<file path="src/rtl/ahbl_to_apb_bridge_pkg.sv">
// Bus-fabric encodings shared by the AHB-Lite to APB bridge.
// HTRANS/HSIZE codes and the bridge FSM state type.
package ahbl_to_apb_bridge_pkg;

   localparam logic [1:0] HTRANS_IDLE   = 2'b00;
   localparam logic [1:0] HTRANS_BUSY   = 2'b01;
   localparam logic [1:0] HTRANS_NONSEQ = 2'b10;
   localparam logic [1:0] HTRANS_SEQ    = 2'b11;

   localparam logic [2:0] HSIZE_WORD = 3'd2;

   typedef enum logic [2:0] {
      ST_IDLE   = 3'd0,
      ST_WCAP   = 3'd1,
      ST_SETUP  = 3'd2,
      ST_ACCESS = 3'd3,
      ST_ERR1   = 3'd4,
      ST_ERR2   = 3'd5
   } state_t;

   // NONSEQ and SEQ both carry bit 1
   function automatic logic htrans_active(input logic [1:0] htrans);
      return htrans[1];
   endfunction

endpackage

</file>
<file path="src/rtl/ahbl_to_apb_bridge.sv">
// AHB-Lite slave to APB master bridge, one word per APB transfer.
// All outputs are registered; sidebands ride along with the address.
module ahbl_to_apb_bridge
   import ahbl_to_apb_bridge_pkg::*;
#(
   parameter int W_HADDR = 32,
   parameter int W_PADDR = 16,
   parameter int W_DATA  = 32
) (
   input  logic               clk,
   input  logic               rst_n,
   input  logic               ahbls_hready,
   output logic               ahbls_hready_resp,
   output logic               ahbls_hresp,
   input  logic [W_HADDR-1:0] ahbls_haddr,
   input  logic               ahbls_hwrite,
   input  logic [1:0]         ahbls_htrans,
   input  logic [2:0]         ahbls_hsize,
   input  logic [W_DATA-1:0]  ahbls_hwdata,
   output logic [W_DATA-1:0]  ahbls_hrdata,
   input  logic [W_DATA-1:0]  ahbls_hartid,
   input  logic [31:0]        ahbls_pd_pc,
   output logic [W_PADDR-1:0] apbm_paddr,
   output logic               apbm_psel,
   output logic               apbm_penable,
   output logic               apbm_pwrite,
   output logic [W_DATA-1:0]  apbm_pwdata,
   input  logic               apbm_pready,
   input  logic [W_DATA-1:0]  apbm_prdata,
   input  logic               apbm_pslverr,
   output logic [W_DATA-1:0]  apbm_phartid,
   output logic [31:0]        apbm_pd_pc
);

   state_t state;
   logic   can_accept;
   logic   take;
   logic   unused;

   // only the low address bits reach APB; SEQ vs NONSEQ is irrelevant
   assign unused = ^{ahbls_htrans[0], ahbls_haddr[W_HADDR-1:W_PADDR]};

   assign can_accept = (state == ST_IDLE) || (state == ST_ERR2);
   assign take = can_accept && ahbls_hready
               && htrans_active(ahbls_htrans);

   // bridge FSM with registered AHB response and APB request outputs
   always_ff @(posedge clk or negedge rst_n) begin
      if (!rst_n) begin
         state             <= ST_IDLE;
         ahbls_hready_resp <= 1'b1;
         ahbls_hresp       <= 1'b0;
         ahbls_hrdata      <= '0;
         apbm_paddr        <= '0;
         apbm_psel         <= 1'b0;
         apbm_penable      <= 1'b0;
         apbm_pwrite       <= 1'b0;
         apbm_pwdata       <= '0;
         apbm_phartid      <= '0;
         apbm_pd_pc        <= '0;
      end else begin
         unique case (state)
            ST_IDLE, ST_ERR2: begin
               if (take) begin
                  apbm_paddr        <= ahbls_haddr[W_PADDR-1:0];
                  apbm_pwrite       <= ahbls_hwrite;
                  apbm_phartid      <= ahbls_hartid;
                  apbm_pd_pc        <= ahbls_pd_pc;
                  ahbls_hready_resp <= 1'b0;
                  if (ahbls_hsize != HSIZE_WORD) begin
                     ahbls_hresp <= 1'b1;
                     state       <= ST_ERR1;
                  end else if (ahbls_hwrite) begin
                     ahbls_hresp <= 1'b0;
                     state       <= ST_WCAP;
                  end else begin
                     ahbls_hresp <= 1'b0;
                     apbm_psel   <= 1'b1;
                     state       <= ST_SETUP;
                  end
               end else begin
                  ahbls_hready_resp <= 1'b1;
                  ahbls_hresp       <= 1'b0;
                  state             <= ST_IDLE;
               end
            end
            ST_WCAP: begin
               apbm_pwdata <= ahbls_hwdata;
               apbm_psel   <= 1'b1;
               state       <= ST_SETUP;
            end
            ST_SETUP: begin
               apbm_penable <= 1'b1;
               state        <= ST_ACCESS;
            end
            ST_ACCESS: begin
               if (apbm_pready) begin
                  apbm_psel    <= 1'b0;
                  apbm_penable <= 1'b0;
                  if (apbm_pslverr) begin
                     ahbls_hresp <= 1'b1;
                     state       <= ST_ERR1;
                  end else begin
                     ahbls_hready_resp <= 1'b1;
                     if (!apbm_pwrite) begin
                        ahbls_hrdata <= apbm_prdata;
                     end
                     state <= ST_IDLE;
                  end
               end
            end
            ST_ERR1: begin
               ahbls_hready_resp <= 1'b1;
               state             <= ST_ERR2;
            end
            default: begin
               ahbls_hready_resp <= 1'b1;
               ahbls_hresp       <= 1'b0;
               apbm_psel         <= 1'b0;
               apbm_penable      <= 1'b0;
               state             <= ST_IDLE;
            end
         endcase
      end
   end

endmodule

</file>
<file path="config.mk">
export PLATFORM = sky130hd
export DESIGN_NAME = ahbl_to_apb_bridge
export DESIGN_NICKNAME = d
export VERILOG_FILES = /design/src/rtl/ahbl_to_apb_bridge_pkg.sv /design/src/rtl/ahbl_to_apb_bridge.sv
export SDC_FILE = /design/constraint.sdc
export NUM_CORES = 1
export LEC_CHECK = 0
export BUFFER_PORTS_ARGS = -buffer_cell sky130_fd_sc_hd__buf_2
export CAP_MARGIN = 5
export CORE_AREA = 2 2 124 126
export CTS_BUF_LIST = sky130_fd_sc_hd__clkbuf_4 sky130_fd_sc_hd__clkbuf_8
export CTS_CLUSTER_SIZE = 8
export DETAILED_ROUTE_END_ITERATION = 16
export DIE_AREA = 0 0 126 128
export PLACE_DENSITY = 0.72
export SYNTH_ARGS = -nofsm -noshare
export SYNTH_HDL_FRONTEND = slang
export SYNTH_SLANG_ARGS = --single-unit
</file>
<file path="constraint.sdc">
create_clock -name clk -period 1.9 [get_ports clk]
set_clock_uncertainty 0.05 [all_clocks]
set_input_delay 0.38 -clock clk [delete_from_list [all_inputs] [get_ports clk]]
set_output_delay 0.38 -clock clk [all_outputs]
set_load 0.01 [all_outputs]
</file>
; Word-level counts from Yosys, hierarchy flattened
; Cells that the tools add are included.
[classes]
n_eq_ne = 12
n_mux = 21
bitwise_logic = 6
n_reduce_logical = 15
[op_table]
columns = op, count
row1 = one-hot mux 3 bit (5 select lines), 1
row2 = 2-to-1 mux 3 bit, 4
row3 = "inequality test 2 bit, second input constant", 6
row4 = 2-to-1 mux 1 bit, 11
row5 = one-hot mux 1 bit (3 select lines), 3
row6 = "equality test 3 x 2 -> 1 bit, second input constant", 2
row7 = "equality test 3 bit, second input constant", 2
row8 = inverter 1 bit, 6
row9 = AND reduction 3 bit, 2
row10 = OR reduction 2 bit, 3
row11 = AND reduction 5 bit, 1
row12 = one-hot mux 1 bit (4 select lines), 1
row13 = AND reduction 2 bit, 2
row14 = AND reduction 4 bit, 1
row15 = OR reduction 4 bit, 1
row16 = "equality test 3 x 1 -> 1 bit, second input constant", 1
row17 = logical NOT 3 bit, 1
row18 = "inequality test 3 x 2 -> 1 bit, second input constant", 1
row19 = OR reduction 3 bit, 1
row20 = logical AND 1 bit, 2
row21 = 2-to-1 mux 2 bit, 1
row22 = logical OR 1 bit, 1
[word_totals]
regBits = 152
input_bits = 171
output_inout_bits = 149
elab_cells = 65

; Longest topological paths before layout
[depth]
word_depth = 6
depth_mapped = 6
depth_no_buf = 3

; Least setup slack after synthesis
; No wires, ideal clock.
[synth_timing]
path_kind = register to register
start = reg state[2]
end = reg apbm_paddr[11]
setup_ps = 127
t_arrival_ps = 1556
required_time_ps = 1723
slack_ps = 167
stages_incl_launch_ff = 7
period_less_slack_ps = 1733
cell_sequence = dfrtp_1 -> buf_2 -> xor2_1 -> nor3_1 -> buf_4 -> buf_6 -> mux2_1
[synth_via]
elab_chain_cells = 5
word_cells_on_any_way = 7
cone_classes = eq/ne: 1 / reduce/logical: 6
[synth_rtl]
columns = item, line_no
row1 = start: declaration, ahbl_to_apb_bridge.sv:35  ; state_t state;
row2 = start signal: assignment, ahbl_to_apb_bridge.sv:50  ; state <= ST_IDLE;
row3 = start signal: assignment, ahbl_to_apb_bridge.sv:72  ; state <= ST_ERR1;
row4 = start signal: assignment, ahbl_to_apb_bridge.sv:75  ; state <= ST_WCAP;
row5 = equality test 3 bit / logical NOT 3 bit (equally long branches), "ahbl_to_apb_bridge.sv:43, ahbl_to_apb_bridge.sv:62"
row6 = logical OR 1 bit, ahbl_to_apb_bridge.sv:43  ; assign can_accept = (state == ST_IDLE) || (state == ST_ERR2);
row7 = logical AND 1 bit, ahbl_to_apb_bridge.sv:44  ; assign take = can_accept && ahbls_hready
row8 = logical AND 1 bit, ahbl_to_apb_bridge.sv:45  ; && htrans_active(ahbls_htrans);
row9 = AND reduction 2 bit (no line) *, -
row10 = end signal: assignment, ahbl_to_apb_bridge.sv:65  ; apbm_paddr <= ahbls_haddr[W_PADDR-1:0];
row11 = end: declaration, ahbl_to_apb_bridge.sv:23  ; output logic [W_PADDR-1:0] apbm_paddr,
; Every way passes the cells marked *; elsewhere a longest branch is shown, timed or not.
; A chain may end at the register's enable or synchronous reset.

; Final worst setup path
[layout_timing]
start = reg state[2]
end = reg apbm_pd_pc[15]
[layout_via]
elab_chain_cells = 5
word_cells_on_any_way = 7
cone_classes = eq/ne: 1 / reduce/logical: 6
[layout_rtl]
columns = item, line_no
row1 = equality test 3 bit / logical NOT 3 bit (equally long branches), "ahbl_to_apb_bridge.sv:43, ahbl_to_apb_bridge.sv:62"
row2 = logical OR 1 bit, ahbl_to_apb_bridge.sv:43
row3 = logical AND 1 bit, ahbl_to_apb_bridge.sv:44
row4 = logical AND 1 bit, ahbl_to_apb_bridge.sv:45
row5 = AND reduction 2 bit (no line) *, -
row6 = end signal: assignment, ahbl_to_apb_bridge.sv:68  ; apbm_pd_pc <= ahbls_pd_pc;
row7 = end: declaration, ahbl_to_apb_bridge.sv:32  ; output logic [31:0] apbm_pd_pc
; Marked as above.

==> results_dict.tcl <==
set metrics [dict create \
    wire_per_inst_um 16.27 \
    cts-root-buf "clkbuf_8" \
    initialDrtViolationCount 136 \
    slew_violations 0 \
    drive_gt1_frac 0.6263 \
    async_flop_share 1.000 \
    grt_pass1_wl_mm 21.71 \
    syn_inst 351 \
    powerDensity_nw_per_um2 1640 \
    drt_pass1_iterations 4 \
    r2r_start "state[2]" \
    gp_congestion 0.7697 \
    relSlewSlack 0.6562 \
    timing.critical_path.buf_inv 1 \
    startpoint "state[2]" \
    diodes 0 \
    max_freq_mhz 545.6 \
    finalCritPeriodShare 0.9647 \
    crit_chain "xor2_1, nor3_2, buf_12, mux2_1" \
    placed_area_um2 7731 \
    setup_viol 0 \
    hold_viol 0 \
    grt_max_degree 58 \
    arrival_ns 2.09 \
    vias 4144 \
    drc_errors 0 \
    vdd_drop_max_mv 0.7393 \
    rows 45 \
    critPathKind "reg -> reg" \
    io_pins 320 \
    seq_area_frac_synth 0.6398 \
    maxCapViolCount 0 \
    cts_tree "done" \
    grt_use_total 0.1730 \
    status "complete, no violations" \
    grt_pass1_vias 4389 \
    yosys_warnings 0 \
    antenna_found_initial 0 \
    rr_worst_depth 4 \
    cts_made_buffers 17 \
    path_clk_slew_ns 0.08 \
    syn2layout_area_growth_pct 36.38 \
    required_ns 2.16 \
    final_common_cell "buf_2" \
    clk_latency_ns 0.43 \
    clock_path_buffers 2 \
    syn_area_um2 5947 \
    vias_per_cell 4.791 \
    critPathCaptureType "flip-flop" \
    dieArea_um2 16130 \
    finalInstanceArea_um2 8110 \
    critPathTopFamily "flip-flops" \
    fin_nets 839 \
    ys_ff_latch 152 \
    cts_max_level 4 \
    synth-edff-count 0 \
    r2r-end "apbm_pd_pc[15]" \
    ys.flop_type "dfrtp_1" \
    syn-num-nets 522 \
    die_height_um 128 \
    finalNonFillerCells 865 \
    min_path_type "in -> reg" \
    rsz0062_at_grt "true" \
    crit_fanout 57 \
    final_cell_mix "buf_2 (301), dfrtp_1 (151), mux2_1 (70)" \
    synth.avg_cell_area_um2 16.94 \
    wirelength_mm 14.08 \
    cp.depth 4 \
    ys_types 33 \
    dp_slack_ns 0.01656 \
    die_w_um 126 \
    dp_cells 836 \
    crit_path_start_kind "flip-flop" \
    start_util 0.4001 \
    reg2reg_slack_ns 0.07 \
    tightest_slew_ns 0.5157 \
    leakage_nw 4.171 \
    fin_crit_ns 1.833 \
    place_hpwl_mm 10.77 \
    crit_end "apbm_pd_pc[15]" \
    cp_slowest_cell "dfrtp_1" \
    max_stage_delay_ns 0.43 \
    port_buffers 302 \
    setup_slack_ns 0.06716 \
    core_area_um2 14860 \
    overflow 0 \
    antenna_left 0 \
    clock_sinks 152 \
]
[per-stage QoR]
stage          TNS [ns]  total power [mW]  utilization  hold WS (ns)
4_1_cts               0             13.51       0.5454       0.07230
3_5_place_dp          0             11.12       0.5201        0.3221
2_1_floorplan         0             8.669            -       0.03441
3_3_place_gp          0             10.86       0.5201        0.3115
6_report              0             13.30       0.5456        0.1051
5_1_grt         -0.2783             14.15       0.5456       0.06285
[layer usage]
layer / global-route usage / wire length [um] / up-vias
met5: 0 / 0 / -
met2: 0.2982 / 7253 / 192
met3: 0.05843 / 1166 / 21
met4: 0.07757 / 313 / 0
li1: - / - / 1870
met1: 0.1956 / 5344 / 2061
[layout make-up]
class	instances	area (um^2)
Fill cell	1239	6754
Sequential cell	152	3805
Multi-Input combinational cell	177	1982
Timing Repair Buffer	317	1712
Clock buffer	19	261.5
Tap cell	188	235.2
Clock inverter	9	103.9
Inverter	3	11.26
[logic make-up after synthesis]
kind of cell,share of synthesized area
xor+xnor,0.001473
buf+inv,0.02903
simple gates,0.01641
compound gates,0.01978
mux,0.2935
flops,0.6398
[worst min path at each step]
stage	end	depth (start not counted)	startpoint
after floorplan	ahbls_hrdata[0]	0	rst_n
after global placement	ahbls_hrdata[10]	1	rst_n
after detailed placement	apbm_phartid[1]	1	rst_n
after CTS	apbm_pwdata[4]	2	ahbls_hwdata[4]
after global routing	apbm_phartid[27]	2	ahbls_hartid[27]
final	apbm_pd_pc[3]	2	ahbls_pd_pc[3]
[state kept, by name, summed over array words and instances (netlist names)]
| register | flops |
|---|---|
| apbm_phartid | 32 |
| apbm_penable | 1 |
| apbm_psel | 1 |
| ahbls_hready_resp | 1 |
| apbm_pwdata | 32 |
| ahbls_hrdata | 32 |
| apbm_pd_pc | 32 |
| apbm_paddr | 16 |
| ahbls_hresp | 1 |
| state | 3 |
| apbm_pwrite | 1 |
[power breakdown]
| group | internal, mW | switching (mW) | total [mW] |
|---|---|---|---|
| Clock | 1.20 | 1.13 | 2.33 |
| Sequential | 4.86 | 0.806 | 5.67 |
| Combinational | 2.81 | 2.50 | 5.31 |
[cells in the mapped netlist, types with 2 or more instances]
cell | count | area [um^2]
buf_4 | 2 | 15.01
mux2_2 | 45 | 506.7
o31a_1 | 2 | 17.52
nor3_1 | 3 | 15.01
mux2_1 | 70 | 788.3
nor3b_1 | 2 | 15.01
buf_6 | 10 | 112.6
a21oi_1 | 4 | 20.02
mux2_4 | 30 | 450.4
buf_2 | 6 | 30.03
dfrtp_1 | 151 | 3779
o21ai_0 | 2 | 10.01
nor2_1 | 2 | 7.510
inv_1 | 3 | 11.26
[repair_timing]
action / 4_1_cts / 5_1_grt
endpoints found under the setup margin: 0 / 25
hold buffers: 1 / 0
endpoints found under the hold margin: 45 / 0
resized for setup: 0 / 1
buffers inserted: 0 / 0
Note: power is estimated with default switching activity, not from simulation.
